`config.mk`:
```
export PLATFORM = sky130hd
export DESIGN_NAME = pattern_detect_flat
export DESIGN_NICKNAME = d
export VERILOG_FILES = /design/src/rtl/pattern_detect_if.sv /design/src/rtl/pattern_detect.sv /design/src/flat_wrapper.sv
export SDC_FILE = /design/constraint.sdc
export NUM_CORES = 1
export LEC_CHECK = 0
export CORE_AREA = 4 4 41 43
export CTS_CLUSTER_DIAMETER = 120
export DETAILED_ROUTE_END_ITERATION = 12
export DIE_AREA = 0 0 45 47
export HOLD_SLACK_MARGIN = 0.12
export PLACE_DENSITY = 0.54
export SETUP_SLACK_MARGIN = 0.1
export SYNTH_ARGS = -nofsm -noshare
export SYNTH_HDL_FRONTEND = slang
export SYNTH_SLANG_ARGS = --single-unit
```
`constraint.sdc`:
```
create_clock -name clk -period 1.1 [get_ports clk]
set_input_delay 0.22 -clock clk [delete_from_list [all_inputs] [get_ports clk]]
set_output_delay 0.22 -clock clk [all_outputs]
set_load 0.02 [all_outputs]
```
`src/rtl/pattern_detect_if.sv`:
```
// rtl/pattern_detect_if.sv - serial bit stream in, match flag/progress/count out
interface pattern_detect_if #(
  parameter int N     = 3,
  parameter int CNT_W = 8
);
  logic                       in_valid;
  logic                       in_bit;
  logic                       clear;
  logic                       match;
  logic [$clog2(N+1)-1:0]     progress;
  logic [CNT_W-1:0]           match_cnt;

  modport master (
    output in_valid, in_bit, clear,
    input  match, progress, match_cnt
  );

  modport slave (
    input  in_valid, in_bit, clear,
    output match, progress, match_cnt
  );
endinterface

```
`src/rtl/pattern_detect.sv`:
```
// rtl/pattern_detect.sv - KMP serial pattern detector; match counter enabled by PATTERN_DETECT_MATCH_CNT_EN
module pattern_detect #(
  parameter int             N       = 3,
  parameter logic [N-1:0]   PATTERN = 3'b111,
  parameter int             OVERLAP = 1,
  parameter int             CNT_W   = 8
) (
  input  logic              clk,
  input  logic              rst,
  pattern_detect_if.slave   bus
);

  localparam int PW = $clog2(N+1);
  localparam int NS = 2**PW;

  // Next prefix length after receiving bit b in state p. The received string is
  // the first p pattern bits followed by b; the result is the longest suffix of
  // it (shorter than N) that is also a pattern prefix. A completed match folds
  // back to the longest border, or to 0 when overlaps are not wanted.
  // States outside 0..N-1 map to 0 so stray encodings self-recover.
  function automatic logic [PW-1:0] next_state(input int p, input logic b);
    logic [N-1:0] s;
    int           len;
    int           best;
    logic         ok;
    best = 0;
    s    = '0;
    if (p < N) begin
      len = p + 1;
      for (int i = 0; i < N; i++) begin
        if (i < p)
          s[i] = PATTERN[N-1-i];
        else if (i == p)
          s[i] = b;
      end
      for (int k = 1; k < N; k++) begin
        if (k <= len) begin
          ok = 1'b1;
          for (int j = 0; j < N; j++) begin
            if (j < k) begin
              if (s[len-k+j] != PATTERN[N-1-j])
                ok = 1'b0;
            end
          end
          if (ok)
            best = k;
        end
      end
      if (p == N-1 && b == PATTERN[0] && OVERLAP == 0)
        best = 0;
    end
    return PW'(best);
  endfunction

  logic [PW-1:0] nxt0 [NS];
  logic [PW-1:0] nxt1 [NS];

  for (genvar g = 0; g < NS; g++) begin : g_tbl
    localparam logic [PW-1:0] NX0 = next_state(g, 1'b0);
    localparam logic [PW-1:0] NX1 = next_state(g, 1'b1);
    assign nxt0[g] = NX0;
    assign nxt1[g] = NX1;
  end

  logic [PW-1:0] p_q;
  logic          match_q;
  logic          hit;

  assign hit = bus.in_valid && (p_q == PW'(N-1)) && (bus.in_bit == PATTERN[0]);

  // Prefix state: clear wins over data, stray encodings drop back to 0
  always_ff @(posedge clk or posedge rst) begin
    if (rst)
      p_q <= '0;
    else if (bus.clear)
      p_q <= '0;
    else if (bus.in_valid)
      p_q <= bus.in_bit ? nxt1[p_q] : nxt0[p_q];
    else if (p_q >= PW'(N))
      p_q <= '0;
  end

  // Match flag is a one-cycle registered pulse per completed pattern
  always_ff @(posedge clk or posedge rst) begin
    if (rst)
      match_q <= 1'b0;
    else if (bus.clear)
      match_q <= 1'b0;
    else
      match_q <= hit;
  end

  assign bus.match    = match_q;
  assign bus.progress = p_q;

`ifdef PATTERN_DETECT_MATCH_CNT_EN
  logic [CNT_W-1:0] cnt_q;

  // Saturating match counter, advances on the same edge that raises match
  always_ff @(posedge clk or posedge rst) begin
    if (rst)
      cnt_q <= '0;
    else if (bus.clear)
      cnt_q <= '0;
    else if (hit && cnt_q != '1)
      cnt_q <= cnt_q + 1'b1;
  end

  assign bus.match_cnt = cnt_q;
`else
  assign bus.match_cnt = '0;
`endif

endmodule
```
`src/flat_wrapper.sv`:
```
// flat-port wrapper written by rule: the top's interface ports become plain ports
module pattern_detect_flat 
#(
  parameter int             N       = 3,
  parameter logic [N-1:0]   PATTERN = 3'b111,
  parameter int             OVERLAP = 1,
  parameter int             CNT_W   = 8
)
  (clk, rst, bus_in_valid, bus_in_bit, bus_clear, bus_match, bus_progress, bus_match_cnt);
  pattern_detect_if #(.N(N), .CNT_W(CNT_W)) bus_i ();
  input  logic clk;
  input  logic rst;
  input wire logic [$bits(bus_i.in_valid)-1:0] bus_in_valid;
  input wire logic [$bits(bus_i.in_bit)-1:0] bus_in_bit;
  input wire logic [$bits(bus_i.clear)-1:0] bus_clear;
  output wire logic [$bits(bus_i.match)-1:0] bus_match;
  output wire logic [$bits(bus_i.progress)-1:0] bus_progress;
  output wire logic [$bits(bus_i.match_cnt)-1:0] bus_match_cnt;
  assign bus_i.in_valid = bus_in_valid;
  assign bus_i.in_bit = bus_in_bit;
  assign bus_i.clear = bus_clear;
  assign bus_match = bus_i.match;
  assign bus_progress = bus_i.progress;
  assign bus_match_cnt = bus_i.match_cnt;
  pattern_detect #(.N(N), .PATTERN(PATTERN), .OVERLAP(OVERLAP), .CNT_W(CNT_W)) u_core (.clk(clk), .rst(rst), .bus(bus_i));
endmodule
```
==> results_dict.tcl, run 1 <==
set metrics [dict create \
    cp-start-kind "flip-flop" \
    maxCapViolCount 0 \
    grt_pass1_wl_microns 703 \
    fin_cells 52 \
    synth-seq-cells 3 \
    nets 46 \
    area_growth_pct 51.8 \
    seq_area_frac_synth 0.302 \
    setup_violations 0 \
    netlist_instances 23 \
    path_class "reg -> reg" \
    synth_fa_ha_area_frac 0.151 \
    dp_worst_setup_slack_ps -115 \
    vdd_drop_max_uv 243 \
    antenna_cells 0 \
    clock-sinks 3 \
    rsz0062_at_grt "true" \
    crit_fanout 3 \
    slew_viol_final 0 \
    grt_max_degree 6 \
    num_vias 186 \
    num_io_pins 16 \
    insertion_delay_ps 240 \
    worstHoldPathType "in -> async" \
    synthSimpleGateAreaFrac 0.116 \
    end_kind "flip-flop" \
    synth_compound_area_frac 0.131 \
    die_w_microns 45 \
    hold_buffers 0 \
    final.setup_skew_ps 3.75 \
    gp_congestion 0.667 \
    final_common_cell "conb_1" \
    r2r_start "u_core.bus.progress[0]" \
    fp-row-count 13 \
    ys_types 8 \
    grt_pass1_vias 181 \
    period_share 0.960 \
    cts_max_level 1 \
    cts_buffers 3 \
    r2r_end "u_core.bus.progress[1]" \
    portBuffers 7 \
    yosysWarnings 0 \
    postRouteAntennaNets 0 \
    dp.cells 48 \
    drive_above_1_share 0.514 \
    initial_core_util 0.191 \
    detail_route.vias_per_cell 3.58 \
    hold_viol_final 0 \
    powerDensity_mw_per_mm2 1070 \
    fmaxAchievable_ghz 0.947 \
    mostFrequentLayoutCells "conb_1, clkdlybuf4s50_1, clkbuf_4, buf_4" \
    fin_ws_ps 43.8 \
    routedWlPerCell_microns 8.94 \
    cts_buffer_depth 2 \
    crit_required_ps 1220 \
    fin_setup_tns_ps 0 \
    cts_setup_buffers 0 \
    muxShareOfSynthArea 0 \
    drt_iter0_markers 4 \
    p_leak_uw 0.000188 \
    cts_tree "yes" \
    synth_top_family_by_area "buffers and inverters" \
    fp.dieH_microns 47 \
    antenna_found_initial 0 \
    die_area_sq_mm 0.00212 \
    wl_microns 465 \
    coreArea_sq_mm 0.00130 \
    grt.overflow.total 0 \
    post-route-min-period_ps 1060 \
    cts_root_buffer "clkbuf_4" \
    syn_avg_cell_area_sq_um 10.8 \
    first_pass_iters 3 \
    clk_pin_slew_ps 40 \
    synth_xor_area_frac 0 \
    status "finished clean" \
    rr_worst_depth 5 \
    r2r_slack_ps 40 \
    grt_usage 0.0530 \
    crit_arrival_ps 1170 \
    drc 0 \
    syn-cell-area_sq_um 249 \
]
per-stage QoR:
step / hold slack (ps) / cell area [sq um] / utilization / total power, uW
2_1_floorplan: -26.5 / 278 / - / 183
3_3_place_gp: 401 / 337 / 0.259 / 200
3_5_place_dp: 393 / 337 / 0.259 / 199
4_1_cts: 147 / 375 / 0.288 / 409
5_1_grt: 172 / 378 / 0.290 / 427
6_report: 145 / 378 / 0.290 / 404
kinds of logic (layout without fill, tap and decap cells):
group           Yosys count  in the layout
other cells               1              8
fa+ha+maj                 3              3
buf+inv                  11             18
compound gates            2              2
simple gates              3              3
flops                     3              3
synth_stat cells, drive strengths merged:
cell | n | share of area
o41ai | 2 | 0.13
buf | 8 | 0.24
and4b | 1 | 0.045
nand4b | 2 | 0.070
inv | 3 | 0.045
conb | 1 | 0.015
ha | 3 | 0.15
dfrtp | 3 | 0.30
per-layer routing:
layer | up-vias | track usage | share of wire
met5 | - | 0 | 0
met4 | 0 | 0.0877 | 0.045
met3 | 2 | 0.0153 | 0.12
met2 | 11 | 0.0706 | 0.47
met1 | 84 | 0.0526 | 0.36
li1 | 89 | - | -
state kept, by name, indices dropped and copies added, names as in the netlist:
signal / count
u_core.bus.progress: 2
u_core.bus.match: 1
worst max-delay path, stage by stage, from the launching register on:
cell and delay (ps):
dfrtp_2 400, buf_6 120, inv_4 60, ha_4 180, nand4b_1 90, o41ai_2 70
area by class of cell:
cell class | instances | area (sq um)
timing repair buffer | 11 | 95.1
clock buffer | 4 | 26.3
multi-input combinational | 16 | 144
inverter | 3 | 16.3
tap | 15 | 18.8
sequential | 3 | 77.6
fill | 150 | 923
power breakdown:
group | switching (uW) | internal, uW | total [uW]
sequential | 2.21 | 115 | 117
combinational | 51.8 | 36.3 | 88.0
clock | 62.7 | 136 | 199
worst max path at each step:
stage / from / end / slack, ps / depth (start not counted)
floorplan: u_core.bus.progress[1] / u_core.bus.progress[1] / 60 / 4
global placement: bus_in_valid / u_core.bus.progress[0] / -120 / 2
detailed placement: bus_in_valid / u_core.bus.progress[0] / -110 / 2
CTS: u_core.bus.progress[1] / u_core.bus.progress[1] / 40 / 5
global route: u_core.bus.progress[1] / u_core.bus.progress[1] / -10 / 5
finish: u_core.bus.progress[0] / u_core.bus.progress[1] / 40 / 5
repair_timing:
action | CTS | global route
endpoints found under the setup margin | 6 | 5
gates cloned | 0 | 0
gates resized for setup | 18 | 1
Power figures use the tool's default switching activity.
==> run 2: changes to the inputs <==
--- a/config.mk
+++ b/config.mk
@@ -10,7 +10,7 @@
 export DETAILED_ROUTE_END_ITERATION = 12
 export DIE_AREA = 0 0 45 47
 export HOLD_SLACK_MARGIN = 0.12
-export PLACE_DENSITY = 0.54
+export PLACE_DENSITY = 0.55
 export SETUP_SLACK_MARGIN = 0.1
 export SYNTH_ARGS = -nofsm -noshare
 export SYNTH_HDL_FRONTEND = slang
==> results_dict.tcl, run 2 (synthesized netlist as in run 1, its figures left out) <==
set metrics [dict create \
    cts_buffer_depth 2 \
    grt_usage 0.0586 \
    fp-row-count 13 \
    powerDensity_mw_per_mm2 1070 \
    p_leak_uw 0.000189 \
    hold_viol_final 0 \
    crit_required_ps 1220 \
    initial_core_util 0.191 \
    coreArea_sq_mm 0.00130 \
    design_area_sq_um 378 \
    path_class "reg -> reg" \
    mostFrequentLayoutCells "conb_1, clkdlybuf4s50_1, clkbuf_4, buf_2" \
    insertion_delay_ps 240 \
    die_w_microns 45 \
    clock-sinks 3 \
    postRouteAntennaNets 0 \
    post-route-min-period_ps 1070 \
    grt_pass1_wl_microns 786 \
    antenna_found_initial 0 \
    fp.dieH_microns 47 \
    crit_chain "buf_6 > inv_6 > ha_4 > nand4b_1 > o41ai_2" \
    power.total_uw 405 \
    antenna_cells 0 \
    detail_route.vias_per_cell 3.54 \
    worstHoldPathType "in -> async" \
    seq_area_sq_um 77.6 \
    clk_pin_slew_ps 40 \
    end_kind "flip-flop" \
    multi_input_area_sq_um 144 \
    num_io_pins 16 \
    cts_max_level 1 \
    first_pass_iters 1 \
    period_share 0.969 \
    setup_violations 0 \
    rsz0062_at_grt "true" \
    grt.overflow.total 0 \
    dpl.hpwl_microns 426 \
    die_area_sq_mm 0.00212 \
    cts_tree "yes" \
    crit_fanout 3 \
    slew_viol_final 0 \
    maxCapViolCount 0 \
    cp-start-kind "flip-flop" \
    grt_max_degree 6 \
    largest_register_ffs 2 \
    drive_above_1_share 0.514 \
    fin_cells 52 \
    nets 46 \
    final.setup_skew_ps 4.37 \
    routedWlPerCell_microns 9.73 \
    crit_arrival_ps 1180 \
    grt_pass1_vias 199 \
    drt_iter0_markers 0 \
    num_vias 184 \
    cts_buffers 3 \
    drc 0 \
    slowest_stage "dfrtp_2" \
    portBuffers 7 \
    status "finished clean" \
    critPathMaxStageDelay_ps 390 \
    vdd_drop_max_uv 293 \
    wl_microns 506 \
    dp.cells 48 \
    gp_congestion 0.677 \
    final_common_cell "conb_1" \
    fillers 148 \
    cts_root_buffer "clkbuf_4" \
    placed_area_sq_um 337 \
    fmaxAchievable_ghz 0.938 \
    area_growth_pct 51.8 \
    cts_setup_buffers 0 \
]
run 2: cell count changes in the layout (fill, tap and decap cells not counted):
cell,before,now
buf_2,2,3
buf_4,3,2
inv_6,0,1
inv_4,2,1
run 2: stage by stage:
step | hold slack [ps] | TNS, ps | utilization | setup slack (ps)
detailed placement | 405 | -392 | 0.259 | -121
global placement | 399 | -377 | 0.259 | -131
finish | 147 | 0 | 0.290 | 33.8
CTS | 152 | 0 | 0.288 | 24.8
global route | 158 | -34.2 | 0.290 | -34.2
floorplan | -26.5 | 0 | - | 59.0
run 2: worst paths after layout:
path,startpoint,end,slack (ps),depth (start not counted)
max in group asynchronous,rst,u_core.bus.progress[0],820,2
hold reg to reg,u_core.bus.progress[0],u_core.bus.progress[1],760,3
min in group clk,bus_in_bit,u_core.bus.progress[0],640,3
setup reg to reg,u_core.bus.progress[0],u_core.bus.progress[1],30,5
setup / recovery,u_core.bus.progress[0],u_core.bus.progress[1],30,5
hold / removal,rst,u_core.bus.progress[1],150,2
run 2: where the power goes:
| part | internal, uW | total, uW | switching [uW] |
|---|---|---|---|
| registers | 115 | 117 | 2.00 |
| logic | 35.5 | 88.4 | 52.9 |
| clock network | 136 | 200 | 63.7 |
run 2: cell type report:
type,count,share of cell area
multi-input combinational,16,0.381
timing repair buffer,11,0.245
sequential,3,0.205
clock buffer,4,0.0695
inverter,3,0.0497
tap,15,0.0497
run 2: repair_timing:
| action | 4_1_cts | 5_1_grt |
|---|---|---|
| resized for setup | 18 | 1 |
| hold buffers | 0 | 0 |
| setup endpoints to repair | 6 | 5 |
| pin swaps | 1 | 0 |
run 2: worst max-delay path: cells and delay by family (launching register included):
kind            cells  cell delay (ps)
compound gates      1               80
simple gates        1              100
buf+inv             2              180
flops               1              390
fa+ha+maj           1              190
run 2: metal layers:
layer	global-route usage	wire length, microns	up-vias
met3	0.0115	46	3
met1	0.0526	178	81
met5	0	0	-
met4	0.0877	25	0
li1	-	-	89
met2	0.0932	255	11
==> run 3: changes to the inputs <==
--- a/config.mk
+++ b/config.mk
@@ -5,12 +5,15 @@
 export SDC_FILE = /design/constraint.sdc
 export NUM_CORES = 1
 export LEC_CHECK = 0
-export CORE_AREA = 4 4 41 43
+export ABC_AREA = 1
+export CELL_PAD_IN_SITES_DETAIL_PLACEMENT = 2
+export CELL_PAD_IN_SITES_GLOBAL_PLACEMENT = 2
+export CORE_MARGIN = 4
+export CORE_UTILIZATION = 16
 export CTS_CLUSTER_DIAMETER = 120
 export DETAILED_ROUTE_END_ITERATION = 12
-export DIE_AREA = 0 0 45 47
 export HOLD_SLACK_MARGIN = 0.12
-export PLACE_DENSITY = 0.55
+export PLACE_DENSITY = 0.79
 export SETUP_SLACK_MARGIN = 0.1
 export SYNTH_ARGS = -nofsm -noshare
 export SYNTH_HDL_FRONTEND = slang
==> results_dict.tcl, run 3 <==
set metrics [dict create \
    synth_common_cells "buf_4, inv_1, dfrtp_1, ha_1, nand3_1" \
    muxShareOfSynthArea 0 \
    r2r_start "u_core.bus.progress[1]" \
    wl_microns 635 \
    final_common_cell "conb_1" \
    switching_share 0.299 \
    synth-seq-cells 3 \
    p_int_uw 285 \
    fp-row-count 13 \
    seq_area_frac_synth 0.317 \
    drt_iter0_markers 3 \
    crit_fanout 4 \
    die_w_microns 46.4 \
    setup_violations 0 \
    yosysTopAreaCellShare 0.317 \
    powerDensity_mw_per_mm2 1060 \
    r2r_end "u_core.bus.progress[1]" \
    clock-sinks 3 \
    antenna_found_initial 0 \
    async_flop_share 1.00 \
    synth_xor_area_frac 0 \
    yosysWarnings 0 \
    area_growth_pct 62.4 \
    synth_top_family_by_area "buffers and inverters" \
    fillers 160 \
    fmaxAchievable_ghz 0.968 \
    cts_buffers 3 \
    synth_top_area_cell "dfrtp_1" \
    clk_pin_slew_ps 40 \
    grt.overflow.total 0 \
    ys_types 10 \
    pwr-share-comb 0.219 \
    hold_viol_final 0 \
    syn-cell-area_sq_um 236 \
    post-route-util 0.285 \
    synth.area.top_cells "dfrtp_1, buf_4, ha_1" \
    largest_register_ffs 2 \
    final.setup_skew_ps 3.35 \
    drc 0 \
    synth_fa_ha_area_frac 0.159 \
    path_class "reg -> reg" \
    status "finished clean" \
    power_frac_seq 0.289 \
    num_vias 203 \
    fin_setup_tns_ps 0 \
    mostFrequentLayoutCells "conb_1, clkdlybuf4s50_1, clkbuf_4, buf_6" \
    gp_congestion 0.665 \
    routedWlPerCell_microns 11.3 \
    grt_pass1_wl_mm 1.06 \
    syn_avg_cell_area_sq_um 8.45 \
    synthFlopType "dfrtp_1" \
    slew_viol_final 0 \
    maxCapViolCount 0 \
    insertion_delay_ps 240 \
    grt_pass1_vias 241 \
    drive_above_1_share 0.439 \
    postRouteAntennaNets 0 \
    vdd_drop_max_uv 394 \
    num_io_pins 16 \
    post-route-min-period_ps 1030 \
    crit_chain "buf_6 > inv_4 > ha_4 > nand4_1 > nand2_2" \
    p_leak_uw 0.000189 \
    hold_buffers 0 \
    p_clk_frac 0.492 \
    crit_required_ps 1220 \
    die_area_sq_mm 0.00216 \
    synth_compound_area_frac 0 \
    initial_core_util 0.175 \
    first_pass_iters 3 \
    critPathMaxStageDelay_ps 400 \
    end_kind "flip-flop" \
    r2r_slack_ps 70 \
    worstHoldPathType "in -> async" \
    grt_max_degree 5 \
    period_share 0.939 \
    grt_usage 0.0775 \
    coreArea_sq_mm 0.00135 \
    post-synth-top-count-cell "buf_4" \
    detail_route.vias_per_cell 3.63 \
    switchingPower_uw 122 \
    fp.dieH_microns 46.4 \
    cts_tree "yes" \
    synthSimpleGateAreaFrac 0.190 \
    crit_arrival_ps 1160 \
    nets 50 \
    cp-start-kind "flip-flop" \
    cts_max_level 1 \
    cts_buffer_depth 2 \
    portBuffers 7 \
    cts_root_buffer "clkbuf_4" \
    antenna_cells 0 \
    synth-edff-count 0 \
    rsz0062_at_grt "true" \
    dpl.hpwl_microns 453 \
    rr_worst_depth 5 \
    slowest_stage "dfrtp_2" \
    netlist_instances 28 \
]
==> run 3: changes by cell type after synthesis, sizes merged <==
cell	change
nand4	+2
and4b	-1
nand3	+3
nor2	+2
nand2	+2
o41ai	-2
inv	+1
nand4b	-2
==> run 3: cell families (layout without fill, tap and decap cells) <==
kind of cell,Yosys count,in the layout
and+or+nand+nor,9,9
other,1,8
DFF,3,3
adders and majority gates,3,3
buffers and inverters,12,18
==> run 3: what timing repair did <==
| item | in CTS | in global routing |
|---|---|---|
| buffers inserted | 1 | 0 |
| pin swaps | 4 | 2 |
| endpoints found under the setup margin | 5 | 5 |
| resized for setup | 23 | 2 |
==> run 3: through the flow <==
step	cell area (sq um)	power (uW)	hold WS (ps)	std cells	worst slack (ps)
floorplan	265	182	-26.5	35	107
global placement	309	192	415	51	-53.9
detailed placement	309	193	408	51	-56.9
CTS	379	415	156	56	43.3
global route	384	434	174	56	3.19
finish	384	406	157	56	67.0
==> run 3: critical path, delay by kind of cell, from the launching register on <==
kind                       cells  cell delay [ps]
DFF                            1              400
adders and majority gates      1              190
buffers and inverters          2              190
and+or+nand+nor                2              140
==> run 3: power groups by stage <==
stage / clock, uW / sequential (uW) / combinational [uW]
2_1_floorplan: 0 / 124 / 58.6
3_3_place_gp: 0 / 118 / 74.3
3_5_place_dp: 0 / 118 / 75.5
4_1_cts: 211 / 117 / 86.6
5_1_grt: 218 / 118 / 98.0
6_report: 200 / 117 / 89.2
==> run 3: how the worst max path moves through the flow <==
stage	start	endpoint	slack, ps
finish	u_core.bus.progress[1]	u_core.bus.progress[1]	70
global route	u_core.bus.progress[1]	u_core.bus.progress[1]	3
CTS	u_core.bus.progress[1]	u_core.bus.progress[1]	40
detailed placement	u_core.bus.progress[1]	bus_progress[1]	-60
global placement	u_core.bus.progress[1]	bus_progress[1]	-50
floorplan	u_core.bus.progress[0]	u_core.bus.progress[1]	110
==> run 3: cell type report <==
type | instances | area [sq um] | share of cell area
clock buffers | 4 | 26.3 | 0.0684
inverters | 4 | 20.0 | 0.0521
multi-input cells | 20 | 150 | 0.391
flip-flops and latches | 3 | 77.6 | 0.202
well taps | 15 | 18.8 | 0.0489
repair buffers | 10 | 91.3 | 0.238
==> run 3: per-layer routing <==
metal  GRT usage  share of wire
met5           0              0
met4      0.0682              0
met3      0.0234          0.046
met2       0.124           0.55
met1      0.0808           0.40
